File: src/rtl/execute_stage.sv
// RV32 execute stage: forwarding, ALU, branch redirect, EX/MEM register.
// Define EX_FORWARD_EN to build the operand forwarding muxes.
module execute_stage #(
  parameter int XLEN = 32,
  parameter int REGW = 5
) (
  input  logic            clk,
  input  logic            rst_n,
  input  logic            valid_in,
  input  logic [2:0]      alucontrol,
  input  logic            alusrc,
  input  logic [XLEN-1:0] rs1_data,
  input  logic [XLEN-1:0] rs2_data,
  input  logic [XLEN-1:0] imm,
  input  logic [XLEN-1:0] pc,
  input  logic [XLEN-1:0] pcplus4,
  input  logic [REGW-1:0] rd,
  input  logic            regwrite,
  input  logic            memwrite,
  input  logic            branch,
  input  logic            jump,
  input  logic [1:0]      resultsrc,
  input  logic [1:0]      forward_a,
  input  logic [1:0]      forward_b,
  input  logic [XLEN-1:0] wb_result,
  input  logic            stall,
  input  logic            flush,
  output logic            pcsrc,
  output logic [XLEN-1:0] pc_target,
  output logic [XLEN-1:0] alu_result_q,
  output logic [XLEN-1:0] write_data_q,
  output logic [XLEN-1:0] pcplus4_q,
  output logic [REGW-1:0] rd_q,
  output logic            regwrite_q,
  output logic            memwrite_q,
  output logic            valid_q,
  output logic [1:0]      resultsrc_q
);

  logic [XLEN-1:0] op_a;
  logic [XLEN-1:0] fwd_b;
  logic [XLEN-1:0] op_b;
  logic [XLEN-1:0] diff;
  logic [XLEN-1:0] alu_d;
  logic            zero;
  logic            lt;

`ifdef EX_FORWARD_EN
  always_comb begin
    op_a = rs1_data;
    case (forward_a)
      2'b10:   op_a = alu_result_q;
      2'b01:   op_a = wb_result;
      default: op_a = rs1_data;
    endcase
  end

  always_comb begin
    fwd_b = rs2_data;
    case (forward_b)
      2'b10:   fwd_b = alu_result_q;
      2'b01:   fwd_b = wb_result;
      default: fwd_b = rs2_data;
    endcase
  end
`else
  logic unused_fwd;
  assign unused_fwd = ^{forward_a, forward_b, wb_result};
  assign op_a  = rs1_data;
  assign fwd_b = rs2_data;
`endif

  assign op_b = alusrc ? imm : fwd_b;
  assign diff = op_a - op_b;
  assign zero = (diff == '0);
  assign lt   = $signed(op_a) < $signed(op_b);

  always_comb begin
    alu_d = '0;
    case (alucontrol)
      3'b000:  alu_d = op_a + op_b;
      3'b001:  alu_d = diff;
      3'b010:  alu_d = op_a & op_b;
      3'b011:  alu_d = op_a | op_b;
      3'b101:  alu_d = {{(XLEN-1){1'b0}}, lt};
      default: alu_d = '0;
    endcase
  end

  assign pcsrc     = valid_in & ((branch & zero) | jump);
  assign pc_target = pc + imm;

  // flush beats stall so a squashed slot never survives a held pipe
  always_ff @(posedge clk or negedge rst_n) begin
    if (!rst_n) begin
      alu_result_q <= '0;
      write_data_q <= '0;
      pcplus4_q    <= '0;
      rd_q         <= '0;
      regwrite_q   <= 1'b0;
      memwrite_q   <= 1'b0;
      valid_q      <= 1'b0;
      resultsrc_q  <= '0;
    end else if (flush) begin
      alu_result_q <= '0;
      write_data_q <= '0;
      pcplus4_q    <= '0;
      rd_q         <= '0;
      regwrite_q   <= 1'b0;
      memwrite_q   <= 1'b0;
      valid_q      <= 1'b0;
      resultsrc_q  <= '0;
    end else if (!stall) begin
      alu_result_q <= alu_d;
      write_data_q <= fwd_b;
      pcplus4_q    <= pcplus4;
      rd_q         <= rd;
      regwrite_q   <= regwrite & valid_in;
      memwrite_q   <= memwrite & valid_in;
      valid_q      <= valid_in;
      resultsrc_q  <= resultsrc;
    end
  end

endmodule

File: config.mk
export PLATFORM = sky130hd
export DESIGN_NAME = execute_stage
export DESIGN_NICKNAME = d
export VERILOG_FILES = /design/src/rtl/execute_stage.sv
export SDC_FILE = /design/constraint.sdc
export NUM_CORES = 1
export LEC_CHECK = 0
export ABC_AREA = 1
export CAP_MARGIN = 25
export CORE_MARGIN = 2
export CORE_UTILIZATION = 45
export DETAILED_ROUTE_END_ITERATION = 7
export GPL_TIMING_DRIVEN = 0
export PLACE_DENSITY = 0.78
export SLEW_MARGIN = 20
export SYNTH_ARGS = -nofsm -noshare
export SYNTH_HDL_FRONTEND = slang
export SYNTH_SLANG_ARGS = --single-unit
File: constraint.sdc
create_clock -name clk -period 3.9 [get_ports clk]
set_input_delay 0.585 -clock clk [delete_from_list [all_inputs] [get_ports clk]]
set_output_delay 0.585 -clock clk [all_outputs]
set_load 0.005 [all_outputs]
## After elaboration in Yosys (flattened, before gate mapping)

Cells that the tools add are included.

- Reductions and logical operators: 2
- Order comparisons: 1
- Muxes and demuxes: 18
- Bitwise gates (word level): 7
- Eq/ne operators: 5
- Add/sub/neg operators: 3

Operators by type and width:

| kind | number |
|---|---|
| two-way mux 32 bit | 7 |
| case mux 32 bit (5 select lines) | 1 |
| adder 32 bit | 2 |
| AND 32 bit | 1 |
| zero test 32 bit | 1 |
| < comparator 32 bit | 1 |
| OR 32 bit | 1 |
| subtractor 32 bit | 1 |
| two-way mux 5 bit | 2 |
| == test 3 x 2 -> 1 bit, second input constant | 2 |
| two-way mux 1 bit | 6 |
| AND 1 bit | 4 |
| two-way mux 2 bit | 2 |
| == test 3 x 1 -> 1 bit, second input constant | 1 |
| == test 3 bit, second input constant | 1 |
| zero test 3 bit | 1 |
| inequality test 2 x 1 -> 1 bit, second input constant | 1 |
| OR 1 bit | 1 |

- Input bits: 216
- Output and inout bits: 139
- Bits in registers: 106
- Logic and storage cells: 44

## Depth between registers and ports, before layout

Gate-level depths: netlist of the first run.

- Depth after elaboration: 6
- Depth in mapped cells: 23
- Depth with buffers taken out: 22

## Least setup slack after synthesis of the first run

OpenSTA, ideal clock, no wires.

- Kind: input-to-output
- Start point: input port alusrc
- End point: output port pcsrc
- Path buffers: 2
- Required time: 3315 ps
- Stages: 20
- Setup slack: 369 ps
- Arrival time: 2946 ps
- Path through: clkbuf_1 clkbuf_1 o21ai_0 inv_1 ha_1 inv_1 fa_1 nand2_1 nand2_2 nand3_2 nand2_2 nand2_1 nand2_2 xor2_1 nand3_1 nor2_1 nand2_1 nor2_1 nand3_1 a21oi_2

- Cells in the longest elaborated chain, start to end: 6

RTL lines:

| item | RTL line | RTL |
|---|---|---|
| start, declared | 11 | `input logic alusrc,` |
| two-way mux 32 bit | 73 | `assign op_b = alusrc ? imm : fwd_b;` |
| subtractor 32 bit | 74 | `assign diff = op_a - op_b;` |
| zero test 32 bit | 75 | `assign zero = (diff == '0);` |
| AND 1 bit | 90 | `assign pcsrc = valid_in & ((branch & zero) \| jump);` |
| OR 1 bit | 90 |  |
| AND 1 bit | 90 |  |
| end, declared | 28 | `output logic pcsrc,` |

No other way between the ends.

## Worst setup path in the final report of the first run

- Start point: input port rs1_data[4]
- End point: output port pcsrc

- Cells in the longest elaborated chain, start to end: 5

RTL lines:

| item | RTL line | RTL |
|---|---|---|
| start, declared | 12 | `input logic [XLEN-1:0] rs1_data,` |
| subtractor 32 bit | 74 |  |
| zero test 32 bit | 75 |  |
| AND 1 bit | 90 |  |
| OR 1 bit | 90 |  |
| AND 1 bit | 90 |  |

No other way between the ends.

==> results of run 1 <==
==> synthesized netlist by cell type, drive strengths merged <==
master,n
dfrtp,106
xor2,31
o211ai,4
fa,3
a31oi,3
nor4,4
o21ai,124
nor2,135
nor3b,1
o21a,7
nand4,16
buf,25
xnor2,10
a32o,2
clkinv,4
a211oi,1
a22o,75
nor3,17
o221ai,2
a221oi,3
ha,128
inv,283
nand3,92
nand3b,13
clkbuf,38
o21bai,13
a21boi,2
or2,10
o2111ai,14
o22ai,2
a22oi,1
a21oi,120
nand2,491
a21o,4
and2,1
==> metal layers <==
| layer | GRT usage [%] | share of wire [%] |
|---|---|---|
| met2 | 63.02 | 48 |
| met5 | 0 | 0 |
| met3 | 4.981 | 6.9 |
| met4 | 13.04 | 4.4 |
| met1 | 45.66 | 41 |
==> cell type report <==
cell class | count | area, um^2
Sequential cell | 106 | 2653
Tap cell | 335 | 419.2
Inverter | 287 | 1084
Multi-Input combinational cell | 1329 | 8732
Clock inverter | 7 | 91.34
Fill cell | 2271 | 8531
Antenna cell | 8 | 20.02
Timing Repair Buffer | 372 | 3691
Buffer | 63 | 465.4
Clock buffer | 9 | 225.2
==> state kept, by name, summed over array words and instances (netlist names) <==
register      flops
resultsrc_q       2
valid_q           1
rd_q              5
alu_result_q     32
pcplus4_q        32
write_data_q     32
memwrite_q        1
regwrite_q        1
==> worst min-delay path by stage <==
stage                                 from                to  slack, ns  depth (start not counted)
after global routing                 rst_n     pcplus4_q[27]       0.14                          1
final                                rst_n     pcplus4_q[27]       0.11                          1
after floorplan                      rst_n   alu_result_q[0]       0.29                          0
after global placement     alu_result_q[5]   alu_result_q[5]       0.46                          2
after CTS                            rst_n     pcplus4_q[27]       0.13                          1
after detailed placement  alu_result_q[10]  alu_result_q[10]       0.46                          2
==> cell families (layout without fill, tap and decap cells) <==
family	count (synthesis)	in the layout
fa+ha+maj	131	131
compound gates	377	377
xor+xnor	41	41
flops	106	106
other cells	0	8
simple gates	780	780
buf+inv	350	738
==> per-stage QoR <==
stage	setup slack, ns	area [um^2]
after detailed placement	-1.523	15410
after global placement	-1.867	15380
after CTS	-0.1172	16480
after global routing	-0.1385	17380
final	-0.03008	17380
after floorplan	0.3685	11790
==> critical path: stages <==
cell	delay, ns
clkdlybuf4s50_1	0.52
inv_1	0.09
ha_4	0.26
buf_6	0.14
inv_2	0.05
nand2_1	0.07
nand2_1	0.09
nand2_1	0.08
nand2_1	0.07
inv_1	0.07
nand2_2	0.10
xor2_2	0.24
nand3_1	0.12
nor2_2	0.17
nand3_2	0.11
nor2_4	0.19
nand3_4	0.12
a21oi_2	0.14
buf_2	0.12
==> repair_timing <==
action / in CTS / in global routing
setup endpoints to repair: 11 / 11
gates resized for setup: 220 / 172
gates cloned: 0 / 1
setup buffers: 16 / 37
pin swaps: 33 / 76
==> where the power goes <==
part	total, uW	switching [uW]	internal (uW)	leakage [uW]
clock network	987	523	465	0.000152
registers	1190	35.2	1150	0.00143
logic	2450	1410	1050	0.00718
==> results.ini, run 1 <==
[status]
status = finished, violations left
violations = negative setup slack

[synthesis]
synth_xor_area_share_pct = 3.045
synth_top_area_share_pct = 22.49
syn_nets = 2132
yosys.area_share.adder_pct = 14.09
syn_inst = 1785
yosys.area.top_type = dfrtp_1
synthMuxAreaShare_pct = 0
ys_ff_latch = 106
synth.distinct_cells = 52
avgSynthCellArea_um2 = 6.606
synth_top_family_by_area = simple AND/OR/NAND/NOR gates
synth_area_leaders = dfrtp_1 22%, nand2_1 15%, ha_1 14%
synth-simple-area-share_pct = 28.28
ys_warn_count = 0
synthesis.area_mm2 = 0.01179
synth_compound_area_share_pct = 20.35
ys_seq_area_share_pct = 22.49

[global_route]
grt_pass1_wl_um = 77600
grt_usage_pct = 36.13
grt_pass1_vias = 13505
grt_max_degree = 67
gr-total-overflow = 0
antenna_found_initial = 8

[floorplanning]
io_pins = 355
rows = 59
die_w_um = 165.9
initial_utilization_pct = 45.51
coreArea_mm2 = 0.02591
dieArea_mm2 = 0.02752
die_h_um = 165.9

[critical_path]
crit_arrival_ns = 3.35
cp_max_fo = 8
worstSetupPathType = input pin to output pin
r2r_start = alu_result_q[14]
startpoint = rs1_data[4]
rrSetupSlack_ns = 3.15
worst-r2r-cell-count = 1
r2r_end = alu_result_q[14]
endpoint = pcsrc
critPathRequiredTime_ns = 3.31
start_kind = input pin
cp-end-kind = output pin

[cells_and_area]
final_common_cell = nand2_1
layout-drive-gt1-share_pct = 16.38
fin_cells = 2516
area_growth_pct = 47.38
final_cell_mix = 436 x nand2_1, 257 x clkdlybuf4s50_1, 256 x inv_1
final_nets = 2515
finish.utilization_pct = 67.08

[drt]
ant_nets = 0
routed_wl_um = 52770
viasPerCell = 5.586
num_vias = 14054
avgRoutedWirePerCell_um = 20.97
drt-initial-drc-count = 1200
drc = 0
drtPass1Iterations = 5

[pwr]
powerDensity_mw_per_mm2 = 266.5
p_leak_uw = 0.008757
max-vdd-ir-drop_uv = 217.3
power_uw = 4632

[clock_tree]
hold_buffers = 0
cts_root_buf = clkbuf_16
cts_inserted_buffers = 9
cts_sinks = 106
clkLatencyLatePin_ns = 0.35
cts_tree = yes
clk_pin_slew_worst_paths_ns = 0.09
cts_buffer_depth = 2
h-tree-depth = 3

[place]
numPlacedInstances = 2438
place_congestion = 1.016
dp_hpwl_um = 42720
port-buffer-count = 317

[timing]
tightest_slew_ns = 0.8153
slew_headroom_pct = 45.65
hold_viol_final = 0
fin_setup_tns_ns = -0.03008
layout_min_cycle_time_ns = 3.930
max_clock_freq_ghz = 0.2544
rsz0062_at_grt = yes
setup_viol = 1
holdWs_ns = 0.1117
fin_skew_ns = 0
maxSlewViolCount = 0
setup_slack_ns = -0.03008
fin_crit_sh_pct = 100.8

[job]
cap_violations = 0

[min_path]
hp-class = input pin to asynchronous set/reset pin

Note: power is estimated with default switching activity, not from simulation.
==> run 2, diff against run 1 <==
Settings changed: ABC_CLOCK_PERIOD_IN_PS set to 3900, TNS_END_PERCENT set to 1.
==> results.ini, run 2 (same netlist as run 1, synthesis figures left out) <==
[clock_tree]
h-tree-depth = 3  ; unchanged
cts_inserted_buffers = 9  ; unchanged
clk_pin_slew_worst_paths_ns = 0.09  ; about the same
cts_tree = yes  ; unchanged
hold_buffers = 0  ; unchanged
cts_sinks = 106  ; unchanged
clkLatencyLatePin_ns = 0.36  ; was 0.35 ns
cts_root_buf = clkbuf_16  ; unchanged
cts_buffer_depth = 2  ; unchanged

[pwr]
powerDensity_mw_per_mm2 = 266.6  ; was 266.5 mW/mm^2
p_leak_uw = 0.008737  ; was 0.008757 uW
max-vdd-ir-drop_uv = 217.8  ; was 217.3 uV
power_uw = 4625  ; was 4632 uW

[job]
cap_violations = 0  ; unchanged

[place]
dp_hpwl_um = 42720  ; unchanged
place_congestion = 1.016  ; unchanged
numPlacedInstances = 2438  ; unchanged
port-buffer-count = 317  ; unchanged

[global_route]
grt_pass1_wl_um = 77540  ; was 77600 um
antenna_found_initial = 8  ; unchanged
busiest_layer = met2  ; unchanged
met2_usage_pct = 62.89  ; was 63.02%
gr-total-overflow = 0  ; unchanged
grt_usage_pct = 36.10  ; was 36.13%
grt_pass1_vias = 13487  ; was 13.51k
grt_use_met3_pct = 4.981  ; unchanged
grt_max_degree = 67  ; unchanged
gr-usage-met1_pct = 45.68  ; was 45.66%

[cells_and_area]
final_cell_mix = 436 x nand2_1, 257 x clkdlybuf4s50_1, 256 x inv_1  ; unchanged
final_common_cell = nand2_1  ; unchanged
area_growth_pct = 47.10  ; was 47.38%
layout-drive-gt1-share_pct = 16.18  ; was 16.38%
multi_input_area_mm2 = 0.008728  ; was 0.008732 mm^2
regArea_mm2 = 0.002653  ; unchanged
fin_cells = 2512  ; was 2516
fillers = 2277  ; was 2271
reg_top3 = alu_result_q (32), pcplus4_q (32), write_data_q (32)  ; unchanged
final_nets = 2511  ; was 2515

[timing]
fin_skew_ns = 0  ; unchanged
rsz0062_at_grt = yes  ; unchanged
hold_viol_final = 0  ; unchanged
maxSlewViolCount = 0  ; unchanged
fin_crit_sh_pct = 100.6  ; was 100.8%
slew_headroom_pct = 43.89  ; was 45.65%
setup_slack_ns = -0.02438  ; was -0.03008 ns
setup_viol = 2  ; was 1
tightest_slew_ns = 0.8416  ; was 0.8153 ns
layout_min_cycle_time_ns = 3.924  ; was 3.930 ns
max_clock_freq_ghz = 0.2548  ; was 0.2544 GHz

[min_path]
hp-class = input pin to asynchronous set/reset pin  ; unchanged

[critical_path]
max_stage_delay_ns = 0.52  ; about the same
cp_top_family = simple AND/OR/NAND/NOR gates  ; unchanged
crit_arrival_ns = 3.34  ; was 3.35 ns
crit_chain = clkdlybuf4s50_1, inv_1, ha_4, buf_6, inv_2, nand2_1, nand2_1, nand2_1, nand2_1, inv_1, nand2_2, xor2_2, nand3_1, nor2_2, nand3_2, nor2_4, nand3_4, a21oi_2, buf_2  ; unchanged
rrSetupSlack_ns = 3.16  ; was 3.15 ns
cp.depth = 19  ; unchanged
critPathRequiredTime_ns = 3.31  ; about the same
start_kind = input pin  ; unchanged
cp_slowest_cell = clkdlybuf4s50_1  ; unchanged
r2r_start = alu_result_q[14]  ; unchanged
worst-r2r-cell-count = 1  ; unchanged
cp-end-kind = output pin  ; unchanged
path_common_cell = nand2_1  ; unchanged
crit_buf_inv = 6  ; unchanged
r2r_end = alu_result_q[14]  ; unchanged
worstSetupPathType = input pin to output pin  ; unchanged
cp_max_fo = 8  ; unchanged

[floorplanning]
dieArea_mm2 = 0.02752  ; unchanged
rows = 59  ; unchanged
io_pins = 355  ; unchanged
initial_utilization_pct = 45.51  ; unchanged
die_w_um = 165.9  ; unchanged
die_h_um = 165.9  ; unchanged
coreArea_mm2 = 0.02591  ; unchanged

[drt]
routed_wl_um = 52630  ; was 52770 um
ant_nets = 0  ; unchanged
avgRoutedWirePerCell_um = 20.95  ; was 20.97 um
num_vias = 14018  ; was 14.05k
drtPass1Iterations = 6  ; was 5
viasPerCell = 5.580  ; was 5.586
drc = 0  ; unchanged
drt-initial-drc-count = 1218  ; was 1200

[status]
violations = negative setup slack  ; unchanged
status = finished, violations left  ; unchanged

## run 2: cell types whose count changed in the layout (fill, tap and decap cells not counted), sizes merged
cell | previous run | this run
buf | 87 | 83
## run 2: timing repair
item,in CTS,in global routing
buffers inserted,14,35
gates cloned,0,1
hold endpoints to repair,0,0
pin swaps,31,75
endpoints found under the setup margin,11,11
gates resized for setup,220,171
## run 2: through the flow
step / instance area, um^2 / worst slack [ns] / setup TNS [ns] / utilization (%) / hold WS, ns
after global placement: 15380 / -1.867 / -200.47 / 59.38 / 0.4609
after CTS: 16460 / -0.1172 / -0.1297 / 63.53 / 0.1283
after floorplan: 11790 / 0.3685 / 0 / - / 0.2894
final: 17350 / -0.02438 / -0.04061 / 66.95 / 0.1101
after global routing: 17350 / -0.1385 / -0.3317 / 66.95 / 0.1406
after detailed placement: 15410 / -1.523 / -6.109 / 59.49 / 0.4642
## run 2: final cells by class
cell class                 count  share of cell area (%)
buffer                        63                   2.683
timing repair buffer         368                   21.11
clock buffer                   9                   1.298
inverter                     287                   6.246
antenna                        8                  0.1154
clock inverter                 7                  0.5265
sequential                   106                   15.29
multi-input combinational   1329                   50.32
tap                          335                   2.416
## run 2: power breakdown
group          internal (uW)  leakage, uW  switching [uW]
clock network            465     0.000152             527
registers               1150      0.00143            34.9
logic                   1040      0.00716            1410
## run 2: worst max-delay path by stage
stage                 start          endpoint  slack (ns)
2_1_floorplan        alusrc             pcsrc        0.37
3_3_place_gp          rst_n  alu_result_q[27]       -1.87
3_5_place_dp         alusrc             pcsrc       -1.52
4_1_cts         rs2_data[4]             pcsrc       -0.12
5_1_grt        rs2_data[16]             pcsrc       -0.14
6_report        rs1_data[4]             pcsrc       -0.02
## run 2: metal layers
metal  routed length (um)  up-vias
met2                25170      624
met3                 3490      130
li1                     -     6574
met1                21630     6690
met5                    0        -
met4                 2337        0
==> run 3, diff against run 2 <==
Settings changed: ABC_AREA 1 to unset, PLACE_DENSITY 0.78 to 0.79, SLEW_MARGIN 20 to 10.
==> results.ini, run 3 <==
[timing]
fin_setup_tns_ns = -6.110  ; was -0.04061 ns
holdWs_ns = 0.07836  ; was 0.1101 ns
fin_skew_ns = 0  ; unchanged
slew_headroom_pct = 41.08  ; was 43.89%
setup_slack_ns = -1.061  ; was -0.02438 ns
maxSlewViolCount = 0  ; unchanged
hold_viol_final = 0  ; unchanged
rsz0062_at_grt = yes  ; unchanged
tightest_slew_ns = 0.8839  ; was 0.8416 ns
fin_crit_sh_pct = 127.2  ; was 100.6%
layout_min_cycle_time_ns = 4.961  ; was 3.924 ns
max_clock_freq_ghz = 0.2016  ; was 0.2548 GHz
setup_viol = 12  ; was 2

[job]
cap_violations = 0  ; unchanged

[synthesis]
synth.distinct_cells = 76  ; was 52
syn_inst = 1319  ; was 1785
synth_area_leaders = dfrtp_1 24%, ha_1 15%, mux2i_1 9.8%  ; was dfrtp_1 22%, nand2_1 15%, ha_1 14%
yosys-top-cells-count = 155 x nor2_1, 128 x ha_1, 112 x a21oi_1, 112 x inv_1, 107 x mux2i_1  ; was 482 x nand2_1, 267 x inv_1, 128 x ha_1, 114 x nor2_1, 113 x a21oi_1
synth_flop_cell = dfrtp_1  ; unchanged
synth_compound_area_share_pct = 22.23  ; was 20.35%
synth-simple-area-share_pct = 14.34  ; was 28.28%
ys_ff_latch = 106  ; unchanged
async_flop_share_pct = 100.0  ; unchanged
yosysMostFrequentCell = nor2_1  ; was nand2_1
synthMuxAreaShare_pct = 11.19  ; was 0%
ys_warn_count = 0  ; unchanged
synthesis.area_mm2 = 0.01091  ; was 0.01179 mm^2
syn_nets = 1666  ; was 2132
yosys.area_share.adder_pct = 15.23  ; was 14.09%
synth_top_family_by_area = compound AO/OA/AOI/OAI gates  ; was simple AND/OR/NAND/NOR gates
avgSynthCellArea_um2 = 8.271  ; was 6.606 um^2
synth_top_area_share_pct = 24.31  ; was 22.49%
synth_xor_area_share_pct = 6.342  ; was 3.045%
synth_edf_count = 0  ; unchanged
yosys.area.top_type = dfrtp_1  ; unchanged
ys_seq_area_share_pct = 24.31  ; was 22.49%

[clock_tree]
cts_tree = yes  ; unchanged
cts_root_buf = clkbuf_16  ; unchanged
cts_inserted_buffers = 9  ; unchanged
clkLatencyLatePin_ns = 0.37  ; was 0.36 ns
clk_pin_slew_worst_paths_ns = 0.09  ; about the same
cts_sinks = 106  ; unchanged
h-tree-depth = 3  ; unchanged
cts_buffer_depth = 2  ; unchanged
hold_buffers = 0  ; unchanged

[floorplanning]
rows = 56  ; was 59
die_h_um = 159.7  ; was 165.9 um
initial_utilization_pct = 46.20  ; was 45.51%
dieArea_mm2 = 0.02550  ; was 0.02752 mm^2
coreArea_mm2 = 0.02361  ; was 0.02591 mm^2
die_w_um = 159.7  ; was 165.9 um
io_pins = 355  ; unchanged

[status]
status = finished, violations left  ; unchanged
violations = design-rule violations, negative setup slack  ; was negative setup slack

[drt]
ant_nets = 0  ; unchanged
drt-initial-drc-count = 982  ; was 1218
routed_wl_um = 43740  ; was 52630 um
num_vias = 11679  ; was 14.02k
drtPass1Iterations = 8  ; was 6
avgRoutedWirePerCell_um = 21.70  ; was 20.95 um
viasPerCell = 5.793  ; was 5.580
drc = 1  ; was 0

[cells_and_area]
layout-drive-gt1-share_pct = 11.81  ; was 16.18%
fin_cells = 2016  ; was 2512
final_common_cell = clkdlybuf4s50_1  ; was nand2_1
design_area_mm2 = 0.01600  ; was 0.01735 mm^2
final_cell_mix = 287 x clkdlybuf4s50_1, 150 x nor2_1, 108 x inv_1  ; was 436 x nand2_1, 257 x clkdlybuf4s50_1, 256 x inv_1
fillers = 1981  ; was 2277
regArea_mm2 = 0.002653  ; unchanged
reg_top3 = alu_result_q (32), pcplus4_q (32), write_data_q (32)  ; unchanged
multi_input_area_mm2 = 0.008308  ; was 0.008728 mm^2
final_nets = 2035  ; was 2511
area_growth_pct = 46.63  ; was 47.10%

[critical_path]
cp_top_family = compound AO/OA/AOI/OAI gates  ; was simple AND/OR/NAND/NOR gates
path_common_cell = buf_4  ; was nand2_1
worstSetupPathType = input pin to output pin  ; unchanged
critPathRequiredTime_ns = 3.31  ; about the same
crit_buf_inv = 6  ; unchanged
cp_max_fo = 9  ; was 8
start_kind = input pin  ; unchanged
cp_slowest_cell = a31oi_2  ; was clkdlybuf4s50_1
crit_chain = clkbuf_16, buf_16, buf_4, mux2i_4, ha_1, buf_4, nand2b_1, a211oi_2, a211oi_2, a211oi_4, buf_4, nand3_1, a31oi_2, o21ai_0, xnor2_1, nor4_2, o2111ai_2, o31ai_2, buf_2  ; was clkdlybuf4s50_1, inv_1, ha_4, buf_6, inv_2, nand2_1, nand2_1, nand2_1, nand2_1, inv_1, nand2_2, xor2_2, nand3_1, nor2_2, nand3_2, nor2_4, nand3_4, a21oi_2, buf_2
cp-end-kind = output pin  ; unchanged
max_stage_delay_ns = 0.34  ; was 0.52 ns
crit_arrival_ns = 4.38  ; was 3.34 ns

[global_route]
grt_pass1_vias = 11567  ; was 13.49k
grt_pass1_wl_um = 66850  ; was 77540 um
grt_max_degree = 77  ; was 67
busiest_layer = met2  ; unchanged
grt_usage_pct = 33.64  ; was 36.10%
gr-usage-met1_pct = 42.56  ; was 45.68%
grt_use_met3_pct = 7.792  ; was 4.981%
antenna_found_initial = 5  ; was 8
gr-total-overflow = 0  ; unchanged
met2_usage_pct = 56.36  ; was 62.89%

[pwr]
max-vdd-ir-drop_uv = 199.5  ; was 217.8 uV
powerDensity_mw_per_mm2 = 281.5  ; was 266.6 mW/mm^2
p_leak_uw = 0.007174  ; was 0.008737 uW

[min_path]
hp-class = input pin to asynchronous set/reset pin  ; unchanged

[place]
numPlacedInstances = 1956  ; was 2438
placed_area_mm2 = 0.01460  ; was 0.01541 mm^2
post-place-ws_ns = -2.121  ; was -1.523 ns
dp_hpwl_um = 34310  ; was 42720 um
place_congestion = 0.9841  ; was 1.016
port-buffer-count = 316  ; was 317

==> run 3: power breakdown <==
part | leakage [uW] | internal, uW | switching, uW
Clock | 0.000150 | 474 | 519
Combinational | 0.00560 | 1090 | 1220
Sequential | 0.00142 | 1160 | 35.7
Total | 0.00717 | 2720 | 1780
==> run 3: area by class of cell <==
type                            instances  area share (%)
Multi-Input combinational cell       1033           51.94
Timing Repair Buffer                  360           22.11
Sequential cell                       106           16.58
Inverter                              118           2.800
Tap cell                              319           2.495
Buffer                                 60           2.112
Clock buffer                           10           1.494
Clock inverter                          6          0.4067
Antenna cell                            4         0.06257
==> run 3: worst reg2reg max path: cells and delay by family, from the launching register on <==
kind / cells / cell delay (ns)
AO/OA/AOI/OAI: 3 / 0.38
AND/OR/NAND/NOR: 1 / 0.06
flip-flops: 1 / 0.39
==> run 3: metal layers <==
layer / wire length, um / up-vias
li1: - / 5419
met1: 17620 / 5575
met2: 20620 / 586
met3: 3932 / 99
met4: 1572 / 0
met5: 0 / -
==> run 3: worst paths after layout <==
check | start | endpoint | slack [ns] | cells past startpoint
worst min register to register | alu_result_q[21] | alu_result_q[21] | 0.48 | 2
max in group asynchronous | rst_n | write_data_q[16] | 3.13 | 2
worst max-delay path | alusrc | pcsrc | -1.06 | 19
min in group clk | alu_result_q[21] | alu_result_q[21] | 0.48 | 2
worst min-delay path | rst_n | alu_result_q[13] | 0.08 | 1
worst max register to register | alu_result_q[29] | alu_result_q[29] | 2.92 | 4
==> run 3: per-stage QoR <==
stage                     utilization [%]  power [uW]
final                               67.75        4503
after CTS                           67.27        4432
after global routing                67.75        4732
after detailed placement            61.85        3241
after floorplan                         -        2362
after global placement              61.69        3225
==> run 3: what timing repair did <==
item	CTS	global route
setup buffers	40	2
pin swaps	32	11
endpoints found under the setup margin	36	33
resized for setup	150	33
==> run 3: logic make-up after synthesis <==
| logic type | Yosys count |
|---|---|
| AO/OA/AOI/OAI | 366 |
| XOR/XNOR | 79 |
| adder cells (fa/ha/maj) | 131 |
| AND/OR/NAND/NOR | 343 |
| buffers and inverters | 180 |
| flip-flops | 106 |
| multiplexers | 114 |
